--- src/rtl/pipeline_ctrl_unit.sv ---
// Per-stage valid/enable sequencer with load-use and memory-wait stalls, decode squash and run FSM.
// Outputs registered except stageEn/pcWrite; optional stall counter built only with PIPE_PERF_CNT_EN.
module pipeline_ctrl_unit #(
    parameter int NUM_STAGES   = 5,
    parameter int DECODE_STAGE = 1,
    parameter int MEM_STAGE    = 3,
    parameter int MAX_MEM_WAIT = 15,
    parameter int CNT_W        = 32
) (
    input  logic                  clk,
    input  logic                  rstN,
    input  logic                  startProcess,
    input  logic                  loadUseHazard,
    input  logic                  redirectID,
    input  logic                  endReqID,
    input  logic                  memReqMem,
    input  logic                  memReadyMem,
    output logic [NUM_STAGES-1:0] stageEn,
    output logic [NUM_STAGES-1:0] stageValid,
    output logic                  pcWrite,
    output logic [CNT_W-1:0]      retireCount,
    output logic [CNT_W-1:0]      stallCycles,
    output logic                  endProcess,
    output logic                  memTimeout,
    output logic [2:0]            state
);

    localparam int WAIT_W = $clog2(MAX_MEM_WAIT + 1);

    typedef enum logic [2:0] {
        ST_IDLE  = 3'd0,
        ST_RUN   = 3'd1,
        ST_DRAIN = 3'd2,
        ST_DONE  = 3'd3,
        ST_ERROR = 3'd4
    } state_t;

    state_t                state_q, state_d;
    logic [NUM_STAGES-1:0] stage_valid_q, stage_valid_d;
    logic [CNT_W-1:0]      retire_q, retire_d;
    logic [WAIT_W-1:0]     wait_cnt_q, wait_cnt_d;
    logic                  end_process_q, end_process_d;
    logic                  mem_timeout_q, mem_timeout_d;

    logic                  active;
    logic                  mem_stall;
    logic                  lu_stall;
    logic                  frozen;
    int                    freeze_idx;
    logic                  end_go;
    logic                  squash;
    logic                  timeout;
    logic                  fetch;
    logic [NUM_STAGES-1:0] stage_en;
    logic [NUM_STAGES-1:0] shifted_valid;

`ifdef PIPE_PERF_CNT_EN
    logic [CNT_W-1:0]      stall_q, stall_d;
`endif

    always_comb begin
        active     = (state_q == ST_RUN) || (state_q == ST_DRAIN);
        mem_stall  = active && stage_valid_q[MEM_STAGE] && memReqMem && !memReadyMem;
        lu_stall   = active && !mem_stall && loadUseHazard && stage_valid_q[DECODE_STAGE];
        frozen     = mem_stall || lu_stall;
        freeze_idx = mem_stall ? MEM_STAGE : (lu_stall ? DECODE_STAGE : -1);
        timeout    = mem_stall && (wait_cnt_q == WAIT_W'(MAX_MEM_WAIT - 1));
        end_go     = (state_q == ST_RUN) && endReqID && stage_valid_q[DECODE_STAGE] && !frozen;
        squash     = active && !frozen && stage_valid_q[DECODE_STAGE] && (redirectID || end_go);
        fetch      = (state_q == ST_RUN) && !end_go;
    end

    // Stages at or below the freeze point hold, the one above gets a bubble, the rest advance.
    always_comb begin
        stage_en      = '0;
        shifted_valid = '0;
        for (int s = 0; s < NUM_STAGES; s++) begin
            if (s >= 1) begin
                stage_en[s] = active && (s > freeze_idx);
            end
            if (s <= freeze_idx) begin
                shifted_valid[s] = stage_valid_q[s];
            end else if (s == freeze_idx + 1) begin
                shifted_valid[s] = (s == 0) ? fetch : 1'b0;
            end else begin
                shifted_valid[s] = stage_valid_q[s-1];
            end
        end
        if (squash) begin
            for (int s = 1; s <= DECODE_STAGE; s++) begin
                shifted_valid[s] = 1'b0;
            end
        end
    end

    always_comb begin
        state_d       = state_q;
        stage_valid_d = stage_valid_q;
        retire_d      = retire_q;
        wait_cnt_d    = '0;
        end_process_d = end_process_q;
        mem_timeout_d = mem_timeout_q;
`ifdef PIPE_PERF_CNT_EN
        stall_d       = stall_q;
        if (active && frozen && (stall_q != {CNT_W{1'b1}})) begin
            stall_d = stall_q + 1'b1;
        end
`endif
        case (state_q)
            ST_IDLE, ST_DONE, ST_ERROR: begin
                if (startProcess) begin
                    state_d       = ST_RUN;
                    stage_valid_d = '0;
                    retire_d      = '0;
                    end_process_d = 1'b0;
                    mem_timeout_d = 1'b0;
`ifdef PIPE_PERF_CNT_EN
                    stall_d       = '0;
`endif
                end
            end
            ST_RUN, ST_DRAIN: begin
                if (stage_valid_q[NUM_STAGES-1] && (retire_q != {CNT_W{1'b1}})) begin
                    retire_d = retire_q + 1'b1;
                end
                if (mem_stall) begin
                    wait_cnt_d = wait_cnt_q + WAIT_W'(1);
                end
                if (timeout) begin
                    // Valid bits are left untouched so the stuck state stays observable.
                    state_d       = ST_ERROR;
                    mem_timeout_d = 1'b1;
                end else begin
                    stage_valid_d = shifted_valid;
                    if ((state_q == ST_DRAIN) && !(|stage_valid_q)) begin
                        state_d       = ST_DONE;
                        end_process_d = 1'b1;
                    end else if (end_go) begin
                        state_d = ST_DRAIN;
                    end
                end
            end
            default: state_d = ST_IDLE;
        endcase
    end

    always_ff @(posedge clk or negedge rstN) begin
        if (!rstN) begin
            state_q       <= ST_IDLE;
            stage_valid_q <= '0;
            retire_q      <= '0;
            wait_cnt_q    <= '0;
            end_process_q <= 1'b0;
            mem_timeout_q <= 1'b0;
        end else begin
            state_q       <= state_d;
            stage_valid_q <= stage_valid_d;
            retire_q      <= retire_d;
            wait_cnt_q    <= wait_cnt_d;
            end_process_q <= end_process_d;
            mem_timeout_q <= mem_timeout_d;
        end
    end

`ifdef PIPE_PERF_CNT_EN
    always_ff @(posedge clk or negedge rstN) begin
        if (!rstN) begin
            stall_q <= '0;
        end else begin
            stall_q <= stall_d;
        end
    end
    assign stallCycles = stall_q;
`else
    assign stallCycles = '0;
`endif

    assign stageEn     = stage_en;
    assign stageValid  = stage_valid_q;
    assign pcWrite     = (state_q == ST_RUN) && !frozen;
    assign retireCount = retire_q;
    assign endProcess  = end_process_q;
    assign memTimeout  = mem_timeout_q;
    assign state       = state_q;

endmodule

--- config.mk ---
export PLATFORM = sky130hd
export DESIGN_NAME = pipeline_ctrl_unit
export DESIGN_NICKNAME = d
export VERILOG_FILES = /design/src/rtl/pipeline_ctrl_unit.sv
export SDC_FILE = /design/constraint.sdc
export NUM_CORES = 1
export LEC_CHECK = 0
export ABC_AREA = 1
export CORE_MARGIN = 8
export CORE_UTILIZATION = 23
export CTS_CLUSTER_DIAMETER = 120
export DETAILED_ROUTE_END_ITERATION = 8
export PLACE_DENSITY = 0.52
export SETUP_SLACK_MARGIN = 0.5
export SLEW_MARGIN = 10
export SYNTH_ARGS = -nofsm -noshare
export SYNTH_HDL_FRONTEND = slang
export SYNTH_SLANG_ARGS = --single-unit
--- constraint.sdc ---
create_clock -name clk -period 2.51 [get_ports clk]
set_input_delay 0.753 -clock clk [delete_from_list [all_inputs] [get_ports clk]]
set_output_delay 0.753 -clock clk [all_outputs]
set_load 0.03 [all_outputs]
==> results of run 1 <==
cell usage in the layout, fill, tap and decap left out, types with 2 or more instances in the layout:
master           count
buf_2                2
buf_4               19
buf_6                9
clkbuf_16            5
clkdlybuf4s15_1      5
clkdlybuf4s50_1      3
conb_1              33
dfrtp_1             42
dfrtp_2              4
dlygate4sd2_1       36
ha_1                 2
inv_1               44
inv_2                5
inv_4                2
inv_6                2
nand2_1            181
nand2_2              2
nand2_4              5
nand2_8              4
nand3_1             52
nand3_2              2
nand3_4              3
nor2_1              89
nor2_2               4
nor2_4               3
nor3_1               4
o21ai_0              5
o21ai_2              3
o22ai_1              3
xnor2_1              9
xor2_1               4
how the worst min path moves through the flow:
| stage | start | endpoint | slack (ns) | cells past startpoint |
|---|---|---|---|---|
| 3_3_place_gp | endProcess | endProcess | 0.46 | 2 |
| 4_1_cts | rstN | stageValid[1] | 0.48 | 1 |
| 2_1_floorplan | wait_cnt_q[0] | wait_cnt_q[0] | 0.45 | 1 |
| 3_5_place_dp | endProcess | endProcess | 0.46 | 2 |
| 5_1_grt | rstN | stageValid[0] | 0.50 | 1 |
| 6_report | rstN | stageValid[1] | 0.46 | 1 |
power by group through the flow:
stage	registers [mW]	logic, mW	clock network [mW]
detailed placement	0.971	1.79	0
global route	0.982	2.13	0.857
floorplan	1.13	1.10	0
finish	0.966	1.96	0.792
global placement	0.968	1.79	0
CTS	0.967	1.83	0.813
state kept, by name, summed over array words and instances (netlist names):
name         count
stageValid       5
retireCount     32
memTimeout       1
wait_cnt_q       4
state            3
endProcess       1
timing repair:
item                                   CTS  global route
pin swaps                                5             3
gates resized for setup                 99            20
setup buffers                            2             3
endpoints found under the hold margin    0             0
setup endpoints to repair               60            43
cloned                                   0             1
hold buffers                             0             0
stage by stage:
stage,instances,cell area (sq um)
6_report,780,4400
5_1_grt,780,4400
2_1_floorplan,557,3580
3_3_place_gp,766,4130
4_1_cts,776,4310
3_5_place_dp,766,4130
layer usage:
metal	routed length [um]	part of all wire
met1	4580	0.44
met2	5010	0.48
met3	745	0.071
met4	140	0.013
met5	0	0
logic make-up (layout without fill, tap and decap cells):
kind of cell    Yosys count  in the layout  share of synthesized area
simple gates            352            353                      0.436
buf+inv                  98            136                      0.157
flops                    46             46                      0.339
xor+xnor                 13             13                     0.0335
compound gates           12             12                     0.0228
fa+ha+maj                 3              3                     0.0111
other cells               1             33                    0.00110
worst max-delay path, cell delays in order, from the launching register on:
cell and delay (ns):
dfrtp_2 0.45, inv_2 0.09, nand3_4 0.10, nand2_8 0.12, nand2_8 0.07, nand2_4 0.08
inv_6 0.04, nand2_4 0.06, inv_4 0.03, buf_6 0.12
final cells by class:
| type | count | area share |
|---|---|---|
| clock buffer | 5 | 0.0285 |
| tap | 184 | 0.0524 |
| clock inverter | 3 | 0.00996 |
| timing repair buffer | 76 | 0.151 |
| sequential | 46 | 0.263 |
| multi-input combinational | 414 | 0.448 |
| inverter | 52 | 0.0467 |
==> flow_summary_export.csv, run 1 <==
group,metric,value,unit
clock_network,numCtsBuffers,5,
yosys,synth_most_common_cell,"nand2_1",
yosys,synth_area,0.00340,sq mm
worst_setup_path,required,1.76,ns
power_and_ir_drop,sw_frac_of_total,0.473,
floorplanning,initial_core_util,0.235,
sta,setup_slack,0.280,ns
final_layout,drive_above_1_share,0.134,
yosys,synth-edff-count,0,
drt,viasPerCell,4.29,
global_route,grt_use_met2,0.188,
clock_network,clkTransAtPathRegs,0.07,ns
worst_setup_path,cp-start-kind,"register",
global_route,grt.busiest_layer,"met2",
drt,first_iter_violations,150,
job,drv_cap,0,
clock_network,clock_path_buffers,2,
final_layout,fin_nets,606,
sta,worst_pin_slew,0.618,ns
clock_network,cts.sinks,46,
worst_setup_path,end_kind,"output pin",
floorplanning,die_w,138,um
hold_path,hold_class,"in2async",
yosys,yosys-top-cells-count,"nand2_1, nor2_1, nand3_1",
final_layout,area_delta_synth_final,29.4,%
global_route,grt_pass1_vias,3348,
floorplanning,die_y,138,um
drt,drtAntennaViolNets,0,
worst_setup_path,critPathLaunch,"state[1]",
final_layout,seqCellArea,0.00116,sq mm
power_and_ir_drop,intPower,1.96,mW
worst_setup_path,crit_type,"reg2out",
floorplanning,die-area,0.0189,sq mm
worst_setup_path,critPathMaxFanout,4,
power_and_ir_drop,total_power,3.71,mW
worst_setup_path,endpoint,"stageEn[1]",
floorplanning,core,0.0145,sq mm
final_layout,utilization,0.304,
drt,vias,3350,
floorplanning,rows,44,
power_and_ir_drop,clkPwrFrac,0.213,
worst_setup_path,r2r-end,"retireCount[0]",
power_and_ir_drop,leakage,2.20,nW
sta,worst_hold_slack,0.456,ns
floorplanning,num_io_pins,88,
yosys,yosysTopAreaCell,"dfrtp_1",
placement,port_buffers,54,
clock_network,clk_latency,0.30,ns
placement,hpwl,7970,um
final_layout,multi_input_area,0.00197,sq mm
sta,timing.final.crit_share,0.888,
drt,post_drt_wl_per_cell,13.4,um
clock_network,root_buffer,"clkbuf_16",
power_and_ir_drop,cellPowerDensity,845,mW/mm^2
yosys,synthTopCellsByArea,"dfrtp_1, nand2_1, nor2_1, nand3_1, buf_4",
sta,fin_skew,0.00711,ns
worst_setup_path,reg2reg_depth,9,
final_layout,diodes,0,
placement,dp_slack,-0.592,ns
sta,fmax,448,MHz
yosys,avgSynthCellArea,6.47,sq um
global_route,grtUsageTotal,0.111,
clock_network,cts_max_level,2,
sta,layout_min_cycle_time,2.23,ns
yosys,ys_seq_area_frac,0.339,
sta,relSlewSlack,0.588,
worst_setup_path,rrSetupSlack,0.67,ns
worst_setup_path,reg2reg_from,"state[1]",
sta,rsz0062_at_grt,"true",
global_route,grt_max_degree,38,
global_route,met3_usage,0.0303,
placement,routabilityCongestion,0.882,
global_route,grt_first_pass_wirelength,16600,um
yosys,yosys_register_bits,46,
drt,wl,10500,um
sta,timing.setup.tns,0,ns
sta,setup_viol,0,
drt,first_pass_iters,4,
clock_network,tritoncts,"yes",
power_and_ir_drop,p_seq_frac,0.260,
yosys,synth_top_area_share,0.339,
final_layout,nFillCells,1588,
yosys,synthArstFlopShare,1.00,
power_and_ir_drop,ir_drop,0.511,mV
worst_setup_path,cp.arrival,1.48,ns
global_route,use_met1,0.133,
yosys,syn_inst,525,
power_and_ir_drop,combPwrFrac,0.527,
yosys,ys_types,29,
sta,hold_viol,0,
status,status,"complete, no violations",
sta,final_max_slew_viol_count,0,
drt,drc_errors,0,
global_route,antenna_found_initial,0,
yosys,yosys_warnings,0,
global_route,grt_overflow,0,
yosys,synth-main-ff-cell,"dfrtp_1",
power_and_ir_drop,p_switching,1.76,mW
No activity file was read; power rests on OpenSTA's default activity.
==> run 2: changes to the inputs <==
Settings changed: CORE_UTILIZATION 23 to 49, CTS_CLUSTER_SIZE set to 30, PLACE_DENSITY 0.52 to 0.88.
==> flow_summary_export.csv, run 2 (synthesis results as in run 1) <==
group,metric,value,unit
placement,port_buffers,54,
floorplanning,die_w,99.3,um
sta,rsz0062_at_grt,"true",
clock_network,postCtsHoldBufs,0,
sta,final_max_slew_viol_count,0,
floorplanning,die_y,99.3,um
clock_network,clock_path_buffers,2,
global_route,grtUsageTotal,0.211,
drt,drtAntennaViolNets,0,
global_route,grt_pass1_vias,3607,
clock_network,cts_max_level,2,
drt,first_iter_violations,366,
worst_setup_path,worst_path_max_delay_cell,"dfrtp_2",
final_layout,layout_common_cells,"nand2_1, nor2_1, inv_1, dfrtp_1, nand3_1",
drt,wl_met2,6370,um
final_layout,largest_register_ffs,32,
floorplanning,num_io_pins,88,
final_layout,final_area,0.00489,sq mm
final_layout,nFillCells,532,
placement,hpwl,6990,um
drt,drc_errors,0,
global_route,grt_max_degree,21,
floorplanning,core,0.00676,sq mm
clock_network,root_buffer,"clkbuf_8",
clock_network,clk_latency,0.31,ns
clock_network,numCtsBuffers,5,
worst_setup_path,end_kind,"output pin",
sta,worst_hold_slack,0.286,ns
final_layout,finalNonFillerCells,715,
worst_setup_path,required,1.76,ns
power_and_ir_drop,total_power,4.64,mW
final_layout,area_delta_synth_final,43.9,%
global_route,grt_first_pass_wirelength,17300,um
drt,post_drt_wl_per_cell,17.8,um
worst_setup_path,critical-path-max-stage-delay,0.46,ns
final_layout,layout_commonest_cell,"nand2_1",
sta,fmax,442,MHz
worst_setup_path,crit_chain,"inv_2 > nand3_4 > nand2_8 > nand2_4 > nand2_4 > inv_6 > buf_6 > buf_6",
floorplanning,initial_core_util,0.503,
drt,wl_met3,1090,um
sta,hold_viol,0,
sta,setup_viol,0,
worst_setup_path,cp_top_family,"flip-flops",
power_and_ir_drop,leakage,2.51,nW
drt,wl,12700,um
power_and_ir_drop,cellPowerDensity,950,mW/mm^2
final_layout,diodes,0,
worst_setup_path,cp.arrival,1.51,ns
sta,timing.setup.tns,0,ns
drt,viasPerCell,5.52,
drt,highest_layer,"met4",
worst_setup_path,critPathMaxFanout,4,
final_layout,drive_above_1_share,0.260,
worst_setup_path,cp_num_buf_inv,4,
hold_path,hold_class,"in2async",
clock_network,tritoncts,"yes",
sta,fin_skew,0.0110,ns
sta,layout_min_cycle_time,2.26,ns
drt,drt-met1-wl,4660,um
job,drv_cap,0,
final_layout,fin_nets,645,
worst_setup_path,cp-start-kind,"register",
floorplanning,rows,30,
global_route,grt_overflow,0,
floorplanning,die-area,0.00985,sq mm
drt,vias,3946,
clock_network,cts.sinks,46,
power_and_ir_drop,ir_drop,0.884,mV
sta,timing.final.crit_share,0.902,
placement,placed_cell_area,0.00396,sq mm
placement,placed_cells,657,
status,status,"complete, no violations",
worst_setup_path,crit_type,"reg2out",
clock_network,clkTransAtPathRegs,0.09,ns
global_route,antenna_found_initial,0,
placement,routabilityCongestion,0.956,
drt,first_pass_iters,5,
run 2: cell count changes in the layout (fill, tap and decap cells not counted), sizes merged:
cell	delta
clkinvlp	+3
dlygate4sd2	+3
inv	-2
nand2	+5
clkinv	+1
buf	+30
clkdlybuf4s15	-4
clkbuf	+3
run 2: worst reg2reg max path: stages, from the launching register on:
cell and delay [ns]:
dfrtp_2 0.43, inv_2 0.07, buf_4 0.13, buf_4 0.12
buf_4 0.12, buf_4 0.13, buf_6 0.12, nand2_4 0.06
nand2_4 0.06, nand2_4 0.09, nand2_4 0.06, nor2_4 0.17
nand2_8 0.13, buf_12 0.18, nand2_8 0.11, nand3_2 0.09
nand2_1 0.09
run 2: path summary, 6_finish.rpt:
kind / start / endpoint / slack (ns) / cells past startpoint
min in group clk: wait_cnt_q[0] / wait_cnt_q[0] / 0.50 / 1
worst max-delay path: state[1] / stageEn[3] / 0.25 / 8
worst min register to register: wait_cnt_q[0] / wait_cnt_q[0] / 0.50 / 1
max in group asynchronous: rstN / state[1] / 1.68 / 2
worst max register to register: state[1] / retireCount[15] / 0.29 / 16
worst min-delay path: rstN / retireCount[4] / 0.29 / 1
run 2: cell type report:
type                    count  area, sq um  share of cell area
flip-flops and latches     46         1160               0.237
repair inverters            2         12.5             0.00256
clock inverters             3         40.0             0.00819
well taps                  80          100              0.0205
multi-input cells         419         2260               0.463
clock buffers               5         68.8              0.0141
repair buffers            108         1040               0.212
inverters                  52          209              0.0428
run 2: metal layers:
metal,GRT usage,up-vias
met5,0,-
met1,0.250,1861
met3,0.0503,55
li1,-,1778
met4,0.0617,0
met2,0.369,252
run 2: repair_timing:
item                       CTS  global route
pin swaps                    9            39
setup endpoints to repair   84            48
gates resized for setup     99            95
buffers inserted            25            15
gates cloned                 4             6
run 2: report_power, final:
part	switching, mW	internal (mW)
registers	0.135	0.841
logic	1.88	1.23
clock network	0.269	0.294
total	2.28	2.36
run 2: through the flow:
step,utilization,setup WS [ns]
finish,0.723,0.245
CTS,0.641,0.270
floorplan,-,0.451
global placement,0.586,-0.539
detailed placement,0.586,-0.592
global route,0.723,0.189
